===== src/rtl/uart_pkg.sv =====
// Shared definitions for the UART transmit queue.
//
// Contents:
//   UART_DATA_W          - byte width handed to the UART
//   DEFAULT_DEPTH        - default FIFO depth (power of two, >= 2)
//   DEFAULT_BUSY_TIMEOUT - default cycles to wait for tx_busy after tx_start
//   tx_q_state_t         - launch FSM states
package uart_pkg;

    localparam int UART_DATA_W          = 8;
    localparam int DEFAULT_DEPTH        = 16;
    localparam int DEFAULT_BUSY_TIMEOUT = 4;

    typedef enum logic [1:0] {
        IDLE,
        WAIT_BUSY,
        WAIT_DONE
    } tx_q_state_t;

endpackage


===== src/rtl/uart_tx_queue_if.sv =====
// Signal bundle between a byte producer / UART pair and uart_tx_queue.
//
// Signals:
//   in_valid, in_data, in_ready - producer valid/ready byte stream
//   flush                       - drop every queued, not-yet-launched byte
//   tx_start, tx_data, tx_busy  - launch interface toward the UART
//   level, empty                - FIFO occupancy status
//   timeout_err                 - sticky "UART never went busy" flag
//
// Modports:
//   slave  - the queue itself
//   master - the surrounding system (producer, UART, software status)
interface uart_tx_queue_if
    import uart_pkg::*;
#(
    parameter int DATA_W = UART_DATA_W,
    parameter int DEPTH  = DEFAULT_DEPTH
);

    logic                     in_valid;
    logic [DATA_W-1:0]        in_data;
    logic                     in_ready;
    logic                     flush;
    logic                     tx_start;
    logic [DATA_W-1:0]        tx_data;
    logic                     tx_busy;
    logic [$clog2(DEPTH):0]   level;
    logic                     empty;
    logic                     timeout_err;

    modport slave (
        input  in_valid, in_data, flush, tx_busy,
        output in_ready, tx_start, tx_data, level, empty, timeout_err
    );

    modport master (
        output in_valid, in_data, flush, tx_busy,
        input  in_ready, tx_start, tx_data, level, empty, timeout_err
    );

endinterface


===== src/rtl/uart_tx_queue_sync_fifo.sv =====
// Synchronous circular-buffer FIFO without fall-through.
//
// Ports:
//   clk, rst   - clock, synchronous active-high reset
//   push       - write push_data (ignored when full or flushing)
//   push_data  - byte to store
//   pop        - advance the read pointer (ignored when empty or flushing)
//   pop_data   - current head entry (valid while !empty)
//   flush      - drop every stored entry; wins over push and pop
//   level      - occupancy, 0..DEPTH
//   full       - level == DEPTH
//   empty      - level == 0
module sync_fifo #(
    parameter int DATA_W = 8,
    parameter int DEPTH  = 16
) (
    input  logic                      clk,
    input  logic                      rst,
    input  logic                      push,
    input  logic [DATA_W-1:0]         push_data,
    input  logic                      pop,
    output logic [DATA_W-1:0]         pop_data,
    input  logic                      flush,
    output logic [$clog2(DEPTH):0]    level,
    output logic                      full,
    output logic                      empty
);

    localparam int PTR_W = $clog2(DEPTH);
    localparam int LVL_W = PTR_W + 1;

    logic [DATA_W-1:0] mem [DEPTH];
    logic [PTR_W-1:0]  rd_ptr;
    logic [PTR_W-1:0]  wr_ptr;
    logic              do_push;
    logic              do_pop;

    assign full     = (level == LVL_W'(DEPTH));
    assign empty    = (level == '0);
    assign do_push  = push && !full && !flush;
    assign do_pop   = pop && !empty && !flush;
    assign pop_data = mem[rd_ptr];

    // NOTE: storage has no reset; the pointers and level alone define which
    // entries are meaningful, so clearing the array would only cost logic.
    always_ff @(posedge clk) begin
        if (do_push) begin
            mem[wr_ptr] <= push_data;
        end
    end

    // NOTE: state updates use non-blocking assignments so every register
    // samples its inputs from before the edge, independent of statement order.
    always_ff @(posedge clk) begin
        if (rst) begin
            rd_ptr <= '0;
            wr_ptr <= '0;
            level  <= '0;
        end else if (flush) begin
            // Read pointer catches up with the write pointer: queue empty.
            rd_ptr <= wr_ptr;
            level  <= '0;
        end else begin
            if (do_push) begin
                wr_ptr <= wr_ptr + 1'b1;
            end
            if (do_pop) begin
                rd_ptr <= rd_ptr + 1'b1;
            end
            case ({do_push, do_pop})
                2'b10:   level <= level + 1'b1;
                2'b01:   level <= level - 1'b1;
                default: level <= level;
            endcase
        end
    end

endmodule


===== src/rtl/uart_tx_queue.sv =====
// Transmit-side byte queue feeding a UART's tx_start/tx_data/tx_busy port.
// Bytes from a valid/ready producer are buffered in a FIFO and launched one
// at a time whenever the UART is idle. If the UART fails to raise tx_busy
// within BUSY_TIMEOUT cycles of a launch, the byte is considered lost and the
// sticky timeout_err flag is raised.
//
// Ports:
//   clk  - system clock
//   rst  - synchronous active-high reset (wins over flush)
//   bus  - uart_tx_queue_if.slave: producer stream, flush, UART launch
//          interface, level/empty status and timeout_err
//
// BUSY_TIMEOUT must be at least 1; DEPTH must be a power of two >= 2.
module uart_tx_queue
    import uart_pkg::*;
#(
    parameter int DATA_W       = UART_DATA_W,
    parameter int DEPTH        = DEFAULT_DEPTH,
    parameter int BUSY_TIMEOUT = DEFAULT_BUSY_TIMEOUT
) (
    input logic             clk,
    input logic             rst,
    uart_tx_queue_if.slave  bus
);

    localparam int LVL_W   = $clog2(DEPTH) + 1;
    localparam int TIMER_W = $clog2(BUSY_TIMEOUT + 1);

    tx_q_state_t        state;
    tx_q_state_t        state_nxt;
    logic [TIMER_W-1:0] timer;
    logic [TIMER_W-1:0] timer_nxt;
    logic [DATA_W-1:0]  tx_data_q;
    logic [DATA_W-1:0]  tx_data_nxt;
    logic               tx_start_q;
    logic               tx_start_nxt;
    logic               err_q;
    logic               err_nxt;

    logic               fifo_push;
    logic               fifo_pop;
    logic               fifo_full;
    logic               fifo_empty;
    logic [DATA_W-1:0]  fifo_head;
    logic [LVL_W-1:0]   fifo_level;

    // Readiness depends only on the registered level, never on a same-cycle
    // pop, and is withheld while reset is asserted.
    assign bus.in_ready = !fifo_full && !rst;
    assign fifo_push    = bus.in_valid && bus.in_ready;

    sync_fifo #(
        .DATA_W (DATA_W),
        .DEPTH  (DEPTH)
    ) u_fifo (
        .clk       (clk),
        .rst       (rst),
        .push      (fifo_push),
        .push_data (bus.in_data),
        .pop       (fifo_pop),
        .pop_data  (fifo_head),
        .flush     (bus.flush),
        .level     (fifo_level),
        .full      (fifo_full),
        .empty     (fifo_empty)
    );

    always_ff @(posedge clk) begin
        if (rst) begin
            state      <= IDLE;
            timer      <= '0;
            tx_data_q  <= '0;
            tx_start_q <= 1'b0;
            err_q      <= 1'b0;
        end else begin
            state      <= state_nxt;
            timer      <= timer_nxt;
            tx_data_q  <= tx_data_nxt;
            tx_start_q <= tx_start_nxt;
            err_q      <= err_nxt;
        end
    end

    // NOTE: every signal driven here gets a default first, so no path through
    // the case statement can leave one unassigned and infer a latch.
    always_comb begin
        state_nxt    = state;
        timer_nxt    = timer;
        tx_data_nxt  = tx_data_q;
        tx_start_nxt = 1'b0;       // launch pulse is exactly one cycle wide
        err_nxt      = err_q;
        fifo_pop     = 1'b0;

        case (state)
            IDLE: begin
                // A flush in the same cycle wins: the head is being discarded.
                if (!fifo_empty && !bus.tx_busy && !bus.flush) begin
                    fifo_pop     = 1'b1;
                    tx_data_nxt  = fifo_head;
                    tx_start_nxt = 1'b1;
                    timer_nxt    = TIMER_W'(BUSY_TIMEOUT);
                    state_nxt    = WAIT_BUSY;
                end
            end
            WAIT_BUSY: begin
                if (bus.tx_busy) begin
                    state_nxt = WAIT_DONE;
                end else if (timer == '0) begin
                    err_nxt   = 1'b1;
                    state_nxt = IDLE;
                end else begin
                    timer_nxt = timer - 1'b1;
                end
            end
            WAIT_DONE: begin
                if (!bus.tx_busy) begin
                    state_nxt = IDLE;
                end
            end
            default: begin
                state_nxt = IDLE;
            end
        endcase
    end

    assign bus.tx_start    = tx_start_q;
    assign bus.tx_data     = tx_data_q;
    assign bus.level       = fifo_level;
    assign bus.empty       = fifo_empty;
    assign bus.timeout_err = err_q;

endmodule


===== src/flat_wrapper.sv =====
// flat-port wrapper written by rule: the top's interface ports become plain ports
module uart_tx_queue_flat import uart_pkg::*;
#(
    parameter int DATA_W       = UART_DATA_W,
    parameter int DEPTH        = DEFAULT_DEPTH,
    parameter int BUSY_TIMEOUT = DEFAULT_BUSY_TIMEOUT
)
  (clk, rst, bus_in_valid, bus_in_data, bus_flush, bus_tx_busy, bus_in_ready, bus_tx_start, bus_tx_data, bus_level, bus_empty, bus_timeout_err);
  uart_tx_queue_if #(.DATA_W(DATA_W), .DEPTH(DEPTH)) bus_i ();
  input logic clk;
  input logic rst;
  input wire logic [$bits(bus_i.in_valid)-1:0] bus_in_valid;
  input wire logic [$bits(bus_i.in_data)-1:0] bus_in_data;
  input wire logic [$bits(bus_i.flush)-1:0] bus_flush;
  input wire logic [$bits(bus_i.tx_busy)-1:0] bus_tx_busy;
  output wire logic [$bits(bus_i.in_ready)-1:0] bus_in_ready;
  output wire logic [$bits(bus_i.tx_start)-1:0] bus_tx_start;
  output wire logic [$bits(bus_i.tx_data)-1:0] bus_tx_data;
  output wire logic [$bits(bus_i.level)-1:0] bus_level;
  output wire logic [$bits(bus_i.empty)-1:0] bus_empty;
  output wire logic [$bits(bus_i.timeout_err)-1:0] bus_timeout_err;
  assign bus_i.in_valid = bus_in_valid;
  assign bus_i.in_data = bus_in_data;
  assign bus_i.flush = bus_flush;
  assign bus_i.tx_busy = bus_tx_busy;
  assign bus_in_ready = bus_i.in_ready;
  assign bus_tx_start = bus_i.tx_start;
  assign bus_tx_data = bus_i.tx_data;
  assign bus_level = bus_i.level;
  assign bus_empty = bus_i.empty;
  assign bus_timeout_err = bus_i.timeout_err;
  uart_tx_queue #(.DATA_W(DATA_W), .DEPTH(DEPTH), .BUSY_TIMEOUT(BUSY_TIMEOUT)) u_core (.clk(clk), .rst(rst), .bus(bus_i));
endmodule

===== config.mk =====
export PLATFORM = sky130hd
export DESIGN_NAME = uart_tx_queue_flat
export DESIGN_NICKNAME = d
export VERILOG_FILES = /design/src/rtl/uart_pkg.sv /design/src/rtl/uart_tx_queue_if.sv /design/src/rtl/uart_tx_queue_sync_fifo.sv /design/src/rtl/uart_tx_queue.sv /design/src/flat_wrapper.sv
export SDC_FILE = /design/constraint.sdc
export NUM_CORES = 1
export LEC_CHECK = 0
export BUFFER_PORTS_ARGS = -buffer_cell sky130_fd_sc_hd__buf_2
export CAP_MARGIN = 10
export CORE_UTILIZATION = 39
export CTS_BUF_LIST = sky130_fd_sc_hd__clkbuf_4 sky130_fd_sc_hd__clkbuf_8
export CTS_CLUSTER_SIZE = 8
export DETAILED_ROUTE_END_ITERATION = 7
export GPL_TIMING_DRIVEN = 0
export PLACE_DENSITY = 0.59
export SYNTH_ARGS = -nofsm -noshare
export SYNTH_HDL_FRONTEND = slang
export SYNTH_SLANG_ARGS = --single-unit

===== constraint.sdc =====
create_clock -name clk -period 6.55 [get_ports clk]
set_input_delay 0.3275 -clock clk [delete_from_list [all_inputs] [get_ports clk]]
set_output_delay 0.3275 -clock clk [all_outputs]
set_load 0.01 [all_outputs]

==> qor.txt <==
Max cap viols -> 0
Final WS setup -> 3.58 ns
Initial drt markers -> 157
Clock slew at reported path FFs -> 0.08 ns
Post-layout min period -> 2.97 ns
Total GRT Usage -> 0.166
Most common cell after layout, fill and taps aside -> edfxtp_1
Final ANT Viol Nets -> 0
Simple-Gate Fraction of Synth Area -> 0.0615
Cells after synthesis -> 365
Post-synthesis sequential area ratio -> 0.700
Initial Utilization -> 0.397
Die height -> 129 um
Commonest register cell after synthesis -> edfxtp_1
First-pass GRT wire length -> 19300 um
Syn Nets -> 390
Fin nets -> 439
Sw Ratio -> 0.227
Grt ovf -> 0
Initial antenna violation count -> 0
Root buffer cell -> clkbuf_8
Ys Warns -> 0
Largest net degree at the start of global routing -> 17
Crit path max fanout -> 9
Core Box Area -> 15800 um2
Period utilisation layout -> 0.454
Most frequent cells in the layout -> edfxtp_1 (128), buf_2 (38), mux4_2 (32)
# DRC -> 0
1st-pass router iterations -> 4
Synth Area in Compound Gates -> 0.0390
Worst-Skew Late Latency -> 0.44 ns
Final wirelength -> 12500 um
Clk_skew -> 0.0109 ns
Vias in the first global route -> 3329
TritonCTS clock tree -> done
Final hold violations -> 0
Logic pwr share -> 0.050
Actual slew at the worst max-slew pin -> 1.05 ns
PwrDens -> 254 nW/um2
Ys async rst share -> 0
Hold_buf cts -> 0
Syn-to-layout area delta -> 12.1%
Routability cong. -> 0.828
Post-CTS setup buffer count -> 0
Int Pwr -> 1.38 mW
Pleak -> 2.29 nW
Mapped Area -> 6290 um2
Setup TNS -> 0 ns
Reg power frac -> 0.603
Final setup fails -> 0
Average size of a mapped cell -> 17.2 um2
Area share of fa/ha/maj cells after synthesis -> 0.0251
Worst vdd ir -> 169 uV
Critical Path Start Type -> flip-flop
Number of synthesized flops with an enable pin -> 128
Ports -> 30
DR WL/cell -> 19.5 um
Vias per cell -> 5.10
Post-synthesis mux area share -> 0.142
Area after DPL -> 6720 um2
ANT cells -> 0
HPWL Detailed -> 8000 um
Final Instance Area -> 7050 um2
Clock Path Buffers -> 2
Crit path DAT -> 3.35 ns
DIE AREA -> 16600 um2
Crit end category -> flip-flop
Fin. max-slew vios -> 0
Slew HR -> 0.300
Crit Path Category -> flip-flop to flip-flop
TritonCTS Buffers -> 17
Hold Path Class -> primary input to flip-flop
Req. time, crit path -> 6.93 ns
Pwr Total -> 1.79 mW
Layout cells sized above 1 -> 0.258
Post-cts sizing count -> 0
Pre-CTS setup slack -> 3.54 ns
RSZ-0062 raised after global routing -> false
Clock Power Share -> 0.347
# port buffers -> 28
Chip width -> 129 um
Largest family of logic cells by synthesized area -> multiplexers
FMAX -> 336 MHz
Post-Synth XOR/XNOR Area -> 0.0111
Sw Pwr -> 0.406 mW
Clock sinks -> 156
Num rows -> 46
Outcome -> finished, final reports clean
Post-synth cell types -> 41
DR vias -> 3276
Synth Register Bits -> 156
H-tree Lvls -> 4
==> metrics by stage <==
step,instances,utilization,hold WS [ns]
global placement,609,0.423,0.448
detailed placement,611,0.425,0.458
floorplan,365,-,0.426
finish,642,0.446,0.178
global route,642,0.446,0.148
CTS,642,0.446,0.148
==> critical path: stages (launching register included) <==
cell and delay (ns):
dfxtp_1 0.37, nor4_1 0.62, a211oi_4 0.21, inv_1 0.12
ha_1 0.24, inv_1 0.10, fa_1 0.38, nor2b_1 0.14
o21ai_0 0.13, nor4b_1 0.17, or3_1 0.31, a21oi_1 0.11
==> Yosys cell counts, drive strengths merged (5+ instances only) <==
master  count  area [um2]
nor2       28         105
o221ai      8        70.1
o21ai       5        36.3
ha         11         138
a21oi      10        50.1
clkbuf      8        30.0
mux2i      17         170
nor3        5        25.0
nand2      12        47.6
dfxtp      28         561
nand3b      9        71.3
mux4       32         721
buf        10        48.8
inv        15        56.3
edfxtp    128        3840
==> kinds of logic (layout without fill, tap and decap cells) <==
family          Yosys count  after routing
xor+xnor                  8              8
simple gates             74             74
mux                      49             49
flops                   156            156
compound gates           33             33
fa+ha+maj                12             12
buf+inv                  33             94
==> final timing paths <==
path	from	depth (start not counted)	end	slack, ns
setup / recovery	u_core.u_fifo.level[0]	11	u_core.u_fifo.level[4]	3.58
hold / removal	bus_tx_busy	2	u_core.state[1]	0.18
setup reg to reg	u_core.u_fifo.level[0]	11	u_core.u_fifo.level[4]	3.58
hold reg to reg	u_core.bus.timeout_err	2	u_core.bus.timeout_err	0.47
==> layout make-up <==
type,instances,area [um2]
fillers,1414,8780
inverters,15,56.3
clock inverters,11,72.6
plain buffers,18,78.8
clock buffers,20,256
flip-flops and latches,156,4400
repair buffers,30,153
well taps,216,270
multi-input cells,176,1760
==> registers in the layout (all words and copies together), names as in the netlist <==
register,cells
u_core.bus.timeout_err,1
u_core.bus.tx_data,8
u_core.bus.tx_start,1
u_core.state,2
u_core.timer,3
u_core.u_fifo.level,5
u_core.u_fifo.mem,128
u_core.u_fifo.rd_ptr,4
u_core.u_fifo.wr_ptr,4
==> power by group through the flow <==
| stage | registers [mW] | logic (mW) | clock network (mW) |
|---|---|---|---|
| 5_1_grt | 1.08 | 0.0990 | 0.681 |
| 3_3_place_gp | 1.10 | 0.0898 | 0 |
| 2_1_floorplan | 1.10 | 0.0576 | 0 |
| 3_5_place_dp | 1.10 | 0.0921 | 0 |
| 4_1_cts | 1.08 | 0.0926 | 0.640 |
| 6_report | 1.08 | 0.0897 | 0.621 |
==> layer usage <==
| metal | vias up | routed length (um) | GRT usage |
|---|---|---|---|
| li1 | 1527 | - | - |
| met3 | 10 | 731 | 0.0387 |
| met1 | 1660 | 5460 | 0.217 |
| met4 | 0 | 148 | 0.0581 |
| met2 | 79 | 6200 | 0.274 |
| met5 | - | 0 | 0 |
Power figures use the tool's default switching activity.
